File: src/rtl/timer_counter.sv
// rtl/timer_counter.sv - parametrised up/down counter/timer with four terminal-count modes
//
// Purpose: general-purpose counter for cycle counting, interval timing or
// event counting behind memory-mapped registers.
// Optional feature macro: TIMER_PRESCALE_EN (adds the prescale input and a
// prescaler that divides the enabled tick rate by prescale+1).
//
// Ports:
//   clk       in   clock, all state changes on posedge
//   rst       in   synchronous active-high reset
//   en        in   count enable
//   load      in   load strobe (count and reload register take load_val)
//   load_val  in   load / reload value [WIDTH]
//   dir       in   1 = up, 0 = down
//   mode      in   00 wrap, 01 saturate, 10 one-shot, 11 auto-reload
//   limit     in   up-count terminal value, down-count wrap target [WIDTH]
//   clr_flag  in   clears ovf
//   prescale  in   prescaler compare value [PRESCALE_W] (TIMER_PRESCALE_EN only)
//   o         out  current count [WIDTH]
//   match     out  one-cycle pulse the cycle after a terminal tick
//   ovf       out  sticky terminal-event flag
//   running   out  1 while in RUN
module timer_counter #(
  parameter int WIDTH      = 32,
  parameter int PRESCALE_W = 8
) (
  input  logic                  clk,
  input  logic                  rst,
  input  logic                  en,
  input  logic                  load,
  input  logic [WIDTH-1:0]      load_val,
  input  logic                  dir,
  input  logic [1:0]            mode,
  input  logic [WIDTH-1:0]      limit,
  input  logic                  clr_flag,
`ifdef TIMER_PRESCALE_EN
  input  logic [PRESCALE_W-1:0] prescale,
`endif
  output logic [WIDTH-1:0]      o,
  output logic                  match,
  output logic                  ovf,
  output logic                  running
);

  localparam logic [1:0] MODE_WRAP   = 2'b00;
  localparam logic [1:0] MODE_SAT    = 2'b01;
  localparam logic [1:0] MODE_ONESHOT = 2'b10;
  localparam logic [1:0] MODE_RELOAD = 2'b11;

  localparam logic [WIDTH-1:0] CNT_ONE = {{(WIDTH-1){1'b0}}, 1'b1};

  typedef enum logic {
    S_RUN  = 1'b0,
    S_HALT = 1'b1
  } state_t;

  state_t           state_q, state_d;
  logic [WIDTH-1:0] cnt_q, cnt_d;
  logic [WIDTH-1:0] reload_q, reload_d;
  logic             match_q, match_d;
  logic             ovf_q, ovf_d;
  logic             tick_en;
  logic             tick;
  logic             terminal;

`ifdef TIMER_PRESCALE_EN
  localparam logic [PRESCALE_W-1:0] PRE_ONE = {{(PRESCALE_W-1){1'b0}}, 1'b1};
  logic [PRESCALE_W-1:0] pre_q, pre_d;
  logic                  pre_hit;
`else
  localparam int PRE_W_UNUSED = PRESCALE_W;
`endif

  // Equality only: a count loaded above limit while counting up runs past
  // the top, wraps through zero and then reaches limit.
  assign terminal = dir ? (cnt_q == limit) : (cnt_q == '0);
  assign tick_en  = en && (state_q == S_RUN);

`ifdef TIMER_PRESCALE_EN
  assign pre_hit = (pre_q == prescale);
  assign tick    = tick_en && pre_hit;

  // The prescaler only advances on enabled RUN cycles; load restarts the phase.
  always_comb begin
    pre_d = pre_q;
    if (load) begin
      pre_d = '0;
    end else if (tick_en) begin
      pre_d = pre_hit ? '0 : pre_q + PRE_ONE;
    end
  end
`else
  assign tick = tick_en;
`endif

  always_comb begin
    state_d  = state_q;
    cnt_d    = cnt_q;
    reload_d = reload_q;
    match_d  = 1'b0;
    ovf_d    = clr_flag ? 1'b0 : ovf_q;

    if (load) begin
      // Load overrides any same-cycle tick and never raises match.
      cnt_d    = load_val;
      reload_d = load_val;
      state_d  = S_RUN;
    end else if (tick) begin
      if (terminal) begin
        match_d = 1'b1;
        ovf_d   = 1'b1;   // set beats a same-cycle clr_flag
        unique case (mode)
          MODE_WRAP:    cnt_d = dir ? '0 : limit;
          MODE_SAT:     cnt_d = cnt_q;
          MODE_ONESHOT: state_d = S_HALT;
          MODE_RELOAD:  cnt_d = reload_q;
          default:      cnt_d = cnt_q;
        endcase
      end else begin
        cnt_d = dir ? cnt_q + CNT_ONE : cnt_q - CNT_ONE;
      end
    end
  end

  always_ff @(posedge clk) begin
    if (rst) begin
      state_q  <= S_RUN;
      cnt_q    <= '0;
      reload_q <= '0;
      match_q  <= 1'b0;
      ovf_q    <= 1'b0;
    end else begin
      state_q  <= state_d;
      cnt_q    <= cnt_d;
      reload_q <= reload_d;
      match_q  <= match_d;
      ovf_q    <= ovf_d;
    end
  end

`ifdef TIMER_PRESCALE_EN
  always_ff @(posedge clk) begin
    if (rst) begin
      pre_q <= '0;
    end else begin
      pre_q <= pre_d;
    end
  end
`endif

  assign o       = cnt_q;
  assign match   = match_q;
  assign ovf     = ovf_q;
  assign running = (state_q == S_RUN);

endmodule
File: config.mk
export PLATFORM = sky130hd
export DESIGN_NAME = timer_counter
export DESIGN_NICKNAME = d
export VERILOG_FILES = /design/src/rtl/timer_counter.sv
export SDC_FILE = /design/constraint.sdc
export NUM_CORES = 1
export LEC_CHECK = 0
export ABC_CLOCK_PERIOD_IN_PS = 3800
export CAP_MARGIN = 40
export CELL_PAD_IN_SITES_DETAIL_PLACEMENT = 1
export CELL_PAD_IN_SITES_GLOBAL_PLACEMENT = 2
export CORE_ASPECT_RATIO = 0.5
export CORE_MARGIN = 3
export CORE_UTILIZATION = 27
export CTS_CLUSTER_DIAMETER = 100
export DETAILED_ROUTE_END_ITERATION = 8
export HOLD_SLACK_MARGIN = 0.02
export PLACE_DENSITY = 0.85
export REMOVE_ABC_BUFFERS = 1
export SLEW_MARGIN = 20
export SYNTH_ARGS = -nofsm -noshare
export SYNTH_HDL_FRONTEND = slang
export SYNTH_SLANG_ARGS = --single-unit
File: constraint.sdc
create_clock -name clk -period 3.8 [get_ports clk]
set_clock_uncertainty 0.2 [all_clocks]
set_input_delay 0.76 -clock clk [delete_from_list [all_inputs] [get_ports clk]]
set_output_delay 0.76 -clock clk [all_outputs]
set_load 0.01 [all_outputs]
# Yosys cells after proc, flatten, opt, wreduce, memory -nomap -nowiden
# Index checks and enable logic that the tools add are counted.
# op_classes
n_addsub	2
eq_ne	4
mux	12
n_bitwise	2
reduce_logical	8
# ops
operator	n
32-bit 2-to-1 mux	5
32-bit one-hot mux with 2 select lines	1
32-bit by 1-bit adder with 32-bit output, second input constant	1
32-bit equality test	1
32-bit logical NOT	1
32-bit by 1-bit subtractor with 32-bit output, second input constant	1
1-bit 2-to-1 mux	6
2-bit equality test, second input constant	2
4-bit by 2-bit inequality test with 1-bit output, second input constant	1
3-bit AND reduction	1
3-bit OR reduction	1
2-bit logical NOT	1
1-bit inverter	2
2-bit AND reduction	1
2-bit nonzero test	1
2-bit OR reduction	1
1-bit logical AND	1
# word_totals
register_bits	67
inputBits	72

# Logic depth before layout (Yosys ltp)
# depth
word_depth	5
depth_mapped	13
depth_no_buf	10

# Worst setup path after synthesis
# OpenSTA, ideal clock, no wires.
# synth_timing
path_type	input port to flip-flop
startpoint	input port dir
endpoint	register cnt_q[27], in the netlist o[27]
t_arrival_ns	3.735
required_ns	3.478
slack_ns	-0.257
path_stages	12
n_path_buf	3
cell_sequence	clkbuf_1 -> clkbuf_1 -> inv_1 -> ha_1 -> clkbuf_1 -> a21o_1 -> a211oi_1 -> nor2_1 -> a311o_1 -> or3_1 -> a21oi_1 -> o21ai_0
# synth_between
elab_chain_cells	5
elab_cells_between_ends	9
classes_between	eq/ne (1); mux (7); reduce/logical (1)
# synth_rtl
element	line_no	text
start, declared	32	input logic dir,
32-bit 2-to-1 mux	113	MODE_WRAP: cnt_d = dir ? '0 : limit;
32-bit one-hot mux with 2 select lines	112	unique case (mode)
32-bit 2-to-1 mux	109	if (terminal) begin
32-bit 2-to-1 mux	108	end else if (tick) begin
32-bit 2-to-1 mux	103	if (load) begin
end signal, assigned	134	cnt_q <= cnt_d;
end, declared	58	logic [WIDTH-1:0] cnt_q, cnt_d;
# Parallel ways exist; a longest one is shown, timed or not. The select of a mux whose other input is x is not followed.
# A chain may end at the register's enable or synchronous reset.

# Worst setup path in the final report
# layout_timing
startpoint	input port dir
endpoint	register cnt_q[29], in the netlist o[29]
# The elaborated chain is that of the path after synthesis.

==> impl_results.md <==
* Rows at 36
* Max incr delay on CP at 470 ps
* Post-CTS sizing at 0
* Worst path cell trace: clkdlybuf4s50_1, inv_1, buf_4, ha_1, a21o_1, nand4_1, a21oi_1, o21ai_0, buf_4, a31oi_1, buf_4, o21ai_0, and3b_1, o31ai_1
* Antenna Violating Nets Remaining at 0
* Setup TNS at 0 ps
* Fraction of the mapped netlist area in compound gates at 0.262
* 1st-pass router iterations at 5
* Starting Density at 0.279
* Via density at about 5.4
* Worst Tran Pin Value at 697 ps
* Synthesized area at 0.00553 mm²
* Register bit total from synthesis at 67
* Pins Over Slew Limit at 0
* Post-DP Area at 0.00758 mm²
* Layout cell share with drive strength beyond 1 at 0.155
* XOR/XNOR share of the synthesized area at 0.0872
* Pwr Density at 386 mW/mm²
* Final instance area at ~0.0079 mm²
* Endpoints failing setup at 0
* CP max FO at 4
* Synth top area cells: dfxtp_1 (24%), a21oi_1 (8.4%), ha_1 (7.2%)
* Met2 routed wirelength at 11.2 mm
* Initial antenna violation count at 0
* Worst Path Class, Setup: input pin to register
* Pleak at 3.17 nW
* All-Layer GR Usage at 0.221
* Max Used Layer: met4
* Cts hold-fix bufs at 0
* Slowest stage cell, crit path: clkdlybuf4s50_1
* Metal3 WL at ~1.3 mm
* Placer Congestion at just under 0.9
* Slew margin rel. at 0.531
* Final Cycle Share at 0.947
* Initial DRC count at 333
* Root Driver: clkbuf_16
* Most frequent CP cell: buf_4
* Number of flops mapped to enable cells by yosys at 0
* Core footprint at 0.0198 mm²
* First-pass GRT wire length at 38.2 mm
* Worst skew pair latency at 360 ps
* Final WL at 24.9 mm
* Ys Warns at 0
* Die Width at roughly 210 µm
* Worst-path clk slew at around 60 ps
* Met1 wire length at 12.0 mm
* DIE AREA at ~0.022 mm²
* CP arrival at 3680 ps
* Vias in the first global route at 6568
* Max Fclk at 0.278 GHz
* Routed via count at 6363
* Setup Fix Bufs, Post-CTS at 0
* Layout area overhead at 43.2%
* RSZ-0062 raised after global routing: false
* Synth cell types at 66
* Mapped Cells at 733
* Adder-cell area share of the yosys netlist at 0.0761
* Hold Path Origin: reload_q[8]
* FF-to-FF Start: o[1]
* CP delay by family, top: compound AO/OA/AOI/OAI gates
* Nets at 1015
* Worst IR drop on VDD at 0.224 mV
* Pin count of the biggest net entering global routing at 35
* Final Critical Period at 3600 ps
* Clock Sinks at 67
* Final Hold Vio Count at 0
* Worst Hold Class: register to register
* Register area share after synthesis at 0.243
* # IOs at 107
* Post-synthesis mux area share at 0.0380
* CP Launch Type: input pin
* CTS buffer count at 9
* Worst EP required at between 3000 and 4000 ps
* Port-buffer cells at about 110
* Top-area cell type share of the netlist area at 0.243
* Combinational family with the most area after synthesis: compound AO/OA/AOI/OAI gates
* Max-cap violations at 0
* Post-place setup slack at -190 ps
* Die Height at 107 µm
* CTS tree: done
* Yosys top cell by area: dfxtp_1
* Status: finished clean
* WL/cell at 21.1 µm
* Worst setup margin at 200 ps
* Simple-Gate Fraction of Synth Area at 0.249
* Dpl hpwl at about 20 mm
* Mapped Avg Cell Area at 7.54 µm²
* Total grt overflow at 0
* Largest buffer count on any clock path at 2
* Ys async rst share at 0
* Worst path bufs/invs at 5
* CP startpoint: dir
* Number of antenna diodes at 0
* Top_reg_cell synth: dfxtp_1
* Worst setup EP type: register
* H-tree depth at 3
* DRC errors left at 0
cells in the mapped netlist, drive strengths merged (15+ instances only):
| cell | instances |
|---|---|
| a21oi | 93 |
| nor3b | 33 |
| buf | 17 |
| nand4 | 16 |
| ha | 32 |
| nor2 | 63 |
| xnor2 | 41 |
| nand2 | 85 |
| o211ai | 15 |
| mux2i | 21 |
| clkbuf | 29 |
| dfxtp | 67 |
| o21ai | 29 |
layout by cell type (no fill, tap or decap), types with 8 or more instances in the layout:
| cell type | instances |
|---|---|
| o21ai_0 | 28 |
| mux2i_1 | 21 |
| a21oi_1 | 91 |
| dfxtp_1 | 67 |
| nor3b_1 | 33 |
| nor3_1 | 8 |
| nand4_1 | 15 |
| a21o_1 | 9 |
| a211oi_1 | 9 |
| o211ai_1 | 15 |
| inv_1 | 13 |
| ha_1 | 31 |
| nor4_1 | 12 |
| buf_4 | 101 |
| nor2_1 | 63 |
| nand2_1 | 85 |
| xnor2_1 | 41 |
| xor2_1 | 14 |
| nand3_1 | 12 |
| and3_1 | 8 |
| a31oi_1 | 11 |
| clkdlybuf4s50_1 | 104 |
| clkbuf_16 | 9 |
flip-flops by register name, summed over array words and instances (netlist names):
register	count
state_q	1
match	1
ovf	1
reload_q	32
o	32
worst min-delay path, stage by stage, from the launching register on:
cell and delay, ps:
dfxtp_1 310, nand2_1 60, a21oi_1 50
final timing paths:
| path | slack, ps | end | cells after the start |
|---|---|---|---|
| worst max register to register | 680 | o[8] | 9 |
| worst min-delay path | 270 | reload_q[8] | 2 |
| worst max-delay path | 200 | o[29] | 14 |
| worst min register to register | 270 | reload_q[8] | 2 |
per-stage QoR:
step                std cells  utilization  hold slack (ps)  total power (W)
finish                   1181        0.400              267          0.00305
global route             1181        0.400              288          0.00321
CTS                      1181        0.400              267          0.00306
detailed placement       1165        0.384              257          0.00209
global placement         1165        0.384              252          0.00207
floorplan                 687            -              240          0.00146
cell type report:
cell class                      instances  area [µm²]
Timing Repair Buffer                  212        1910
Sequential cell                        67        1340
Inverter                               14        52.6
Clock inverter                          6        90.1
Clock buffer                           10         229
Tap cell                              266         333
Fill cell                            2387       11900
Multi-Input combinational cell        606        3960
logic make-up (layout without fill, tap and decap cells):
group / after synthesis / count (layout)
fa+ha+maj: 33 / 33
compound gates: 226 / 226
mux: 21 / 21
simple gates: 271 / 271
xor+xnor: 55 / 55
flops: 67 / 67
buf+inv: 60 / 242
metal layers:
metal	vias to the layer above	GRT usage
met5	-	0
met4	0	0.0481
met3	17	0.0406
met2	146	0.364
met1	3145	0.302
li1	3055	-
power by group:
| part | total [W] | internal [W] | switching, W | leakage (nW) |
|---|---|---|---|---|
| combinational | 0.00124 | 0.000607 | 0.000629 | 2.47 |
| sequential | 0.000862 | 0.000764 | 0.0000980 | 0.554 |
| clock | 0.000956 | 0.000577 | 0.000379 | 0.153 |
| total | 0.00305 | 0.00195 | 0.00111 | 3.17 |
Note: power is estimated with default switching activity, not from simulation.
==> RTL change 1, RTL diff (config.mk and constraints unchanged) <==
Build with the macro `TIMER_PRESCALE_EN` defined.
--- a/src/rtl/timer_counter.sv
+++ b/src/rtl/timer_counter.sv
@@ -20,6 +20,8 @@
 //   match     out  one-cycle pulse the cycle after a terminal tick
 //   ovf       out  sticky terminal-event flag
 //   running   out  1 while in RUN
+`define TIMER_PRESCALE_EN
+
 module timer_counter #(
   parameter int WIDTH      = 32,
   parameter int PRESCALE_W = 8
Ports: changed (added prescale); port bits go from 107 to 115. The function was not compared with the original's and may differ.
==> RTL change 1 against the original RTL <==
  * Synthesized area increased by 7.5%
  * Core utilization increased by 1.5 points
  * Setup slack got worse by 68 ps
  * Combinational power decreased by 10%
  * Global-route usage increased by 0.17 points
  * Sequential cell count increased by 8
  * First-iteration DRC count increased by 51%
  * Final cell count increased by 7.5%
  * Largest cell class unchanged
  * Wire length increased by 8.0%
  * Die area increased by 7.2%
  * Power decreased by 1.5%
  * Design area increased by 11%
  * Via count increased by 8.0%
==> RTL change 1: results <==
{
  "seq_cells": 75,
  "avgSynthCellArea_um2": 7.77,
  "num-clock-buffers": 11,
  "fin_nets": 1086,
  "grtUsageTotal_pct": 22.3,
  "maxUsedRoutingLayer": "met5",
  "drt-met1-wl_mm": 12.9,
  "status": "completed",
  "grt_start_max_net_pins": 48,
  "post_synth_mux_area_share_pct": 5.22,
  "multi_input_area_um2": 4290,
  "dp_hpwl_mm": 20.9,
  "yosysUniqueCellTypes": 68,
  "dr_total_vias": 6872,
  "power_density_nw_per_um2": 344,
  "instances_no_fill": 1269,
  "layout.nonclk_buf_share_pct": 25.0,
  "use_met1_pct": 31.3,
  "p_leak_nw": 3.60,
  "n_fill_cell": 2536,
  "synth-xor-area-share_pct": 10.6,
  "clock_area_share_pct": 3.75,
  "seq_share_pct": 17.2,
  "path_max_fanout": 20,
  "setup_slack_ps": 132,
  "vdd_drop_max_uv": 175,
  "met3_length_mm": 1.57,
  "numPortBuffers": 114,
  "crit_end": "o[21]",
  "whs_ps": 269,
  "tightest_slew_ps": 723,
  "hold_end": "reload_q[31]",
  "wl_met2_mm": 12.0,
  "n_all_buffers": 244,
  "p_int_mw": 1.98,
  "totalWireLength_mm": 26.9,
  "synth_area_leaders": "dfxtp_1, ha_1, a21oi_1",
  "met2_usage_pct": 34.7,
  "synthTopCellsByCount": "a21oi_1, dfxtp_1, nand2_1",
  "rows": 37,
  "place_congestion": 0.932,
  "ys_seq_area_share_pct": 25.3,
  "min_from": "reload_q[31]"
}
==> RTL change 1: changes by cell type in the layout (fill, tap and decap cells not counted), sizes merged, moves of 8 or more <==
cell           unedited run  this run
mux2i                    21        31
xnor2                    41        30
clkdlybuf4s50           104       112
nand2                    85        68
a21oi                    93        82
buf                     108       132
dfxtp                    67        75
xor2                     14        42
==> RTL change 1: cell families after synthesis <==
| kind of cell | count (synthesis) |
|---|---|
| compound gates | 233 |
| xor+xnor | 72 |
| fa+ha+maj | 34 |
| buf+inv | 69 |
| flops | 75 |
| mux | 31 |
| simple gates | 251 |
==> RTL change 1: what timing repair did <==
action                                  in CTS  in global routing
endpoints found under the setup margin       1                  9
pin swaps                                    0                  5
gates resized for setup                      1                 22
setup buffers                                0                  0
==> RTL change 1: worst register-to-register path: stages (launching register included) <==
cell and delay, ps:
dfxtp_1 500, xor2_1 310, nor4_1 120, buf_4 160
nand3_1 110, nor4b_1 70, buf_4 140, nor2_2 570
buf_4 420, nor2_1 80, a311oi_1 240
==> RTL change 2, RTL diff (same settings) <==
Without the edit above. The output `match` loses its register stage (`match_q` becomes a continuous assignment).
--- a/src/rtl/timer_counter.sv
+++ b/src/rtl/timer_counter.sv
@@ -127,16 +127,16 @@
       state_q  <= S_RUN;
       cnt_q    <= '0;
       reload_q <= '0;
-      match_q  <= 1'b0;
       ovf_q    <= 1'b0;
     end else begin
       state_q  <= state_d;
       cnt_q    <= cnt_d;
       reload_q <= reload_d;
-      match_q  <= match_d;
       ovf_q    <= ovf_d;
     end
   end
+
+  assign match_q = match_d;
 
 `ifdef TIMER_PRESCALE_EN
   always_ff @(posedge clk) begin
Function: changed (a bounded check fails within 4 cycles, from zero or initial values and one cycle with rst high).
==> RTL change 2 against the original RTL <==
  * First-iteration DRC count fell by 7.8%
  * Wire length fell by 5.9%
  * Setup slack got worse by 86 ps
  * Sequential power fell by 3.9%
  * Die area fell by 0.48%
  * Power fell by 5.9%
  * Global-route usage fell by 1.3 points
  * Design area fell by 0.27%
  * Clock power fell by 8.2%
  * Synthesized area fell by 0.50%
  * Sequential cell count fell by 1
  * Count of clock-buffer cells in the layout did not move
  * Largest power group unchanged
==> RTL change 2: results <==
{
  "synth_area_leaders": "dfxtp_1, ha_1, xor2_1",
  "dp_hpwl_mm": 17.9,
  "layout-drive-gt1-share_pct": 19.0,
  "place_area_um2": 7520,
  "path_clk_slew_ps": 60,
  "crit_arrival_ps": 2730,
  "startpoint": "limit[17]",
  "syn_inst": 691,
  "viasPerCell": 5.31,
  "vdd_drop_max_uv": 240,
  "r2r-start": "o[0]",
  "place_congestion": 0.893,
  "min_path_type": "register to register",
  "dr_total_vias": 6048,
  "grt_pass1_vias": 6451,
  "slew-limit-headroom_pct": 39.0,
  "totalWireLength_mm": 23.4,
  "status": "completed",
  "h-tree-depth": 3,
  "min_from": "reload_q[15]",
  "root_buffer": "clkbuf_16",
  "grt_pass1_wl_mm": 36.7,
  "drt_iter0_markers": 307,
  "clk_latency_ps": 340,
  "synthTopCellsByCount": "a21oi_1, dfxtp_1, nor2_1",
  "grtUsageTotal_pct": 20.8,
  "placed_cells": 1121,
  "fin_nets": 972,
  "p_leak_nw": 3.24,
  "path_max_fanout": 2,
  "antenna_found_initial": 0,
  "ys_seq_area_share_pct": 24.0,
  "n_fill_cell": 2357,
  "numPortBuffers": 106,
  "grt_start_max_net_pins": 45,
  "yosysUniqueCellTypes": 68,
  "ys_warn_count": 0
}
==> RTL change 2: report_power, final <==
group	switching, mW	internal (mW)
clock	0.352	0.526
sequential	0.0775	0.750
combinational	0.599	0.568
==> RTL change 2: cell families (layout without fill, tap and decap cells) <==
logic type               Yosys count  count (layout)  share of synthesized area (%)
AND/OR/NAND/NOR                  218             218                           20.8
XOR/XNOR                          60              60                           9.56
AO/OA/AOI/OAI                    220             220                           27.3
multiplexers                      32              32                           5.82
buffers and inverters             62             243                           4.89
adder cells (fa/ha/maj)           33              33                           7.64
flip-flops                        66              66                           24.0
==> RTL change 2: repair_timing <==
action,4_1_cts,5_1_grt
setup buffers,0,1
endpoints found under the hold margin,0,0
pin swaps,4,5
endpoints found under the setup margin,2,3
hold buffers,0,0
gates resized for setup,5,12
==> RTL change 2: final timing paths <==
kind | cells past startpoint | slack (ps) | to
max | 8 | 110 | match
min | 2 | 290 | reload_q[15]
max reg2reg | 13 | 550 | o[26]
min reg2reg | 2 | 290 | reload_q[15]
==> RTL change 2: area by class of cell <==
class                   instances  area (um^2)  share of cell area [%]
clock buffers                  10          239                    3.03
multi-input cells             563         3970                    50.3
repair buffers                207         1890                    23.9
clock inverters                 6         66.3                   0.840
flip-flops and latches         66         1320                    16.7
inverters                      20         75.1                   0.951
well taps                     266          333                    4.22
==> RTL change 2: layer usage <==
metal	global-route usage (%)	up-vias	wire length, um
met1	27.6	2997	10800
li1	-	2919	-
met2	35.8	112	11300
met5	0	-	0
met3	3.57	20	940
met4	4.08	0	304
==> RTL change 2: metrics by stage <==
stage	util (%)	setup WS, ps
after global placement	38.1	-532
after CTS	39.8	0.674
after floorplan	-	213
after global routing	40.0	-70.3
after detailed placement	38.1	-471
final	40.0	114
==> RTL change 2: critical path, stage by stage <==
cell	delay, ps
clkdlybuf4s50_1	440
xor2_1	210
nor4_2	480
nand4_1	160
nor3_2	200
o21ai_0	130
nor2_1	180
clkbuf_2	160
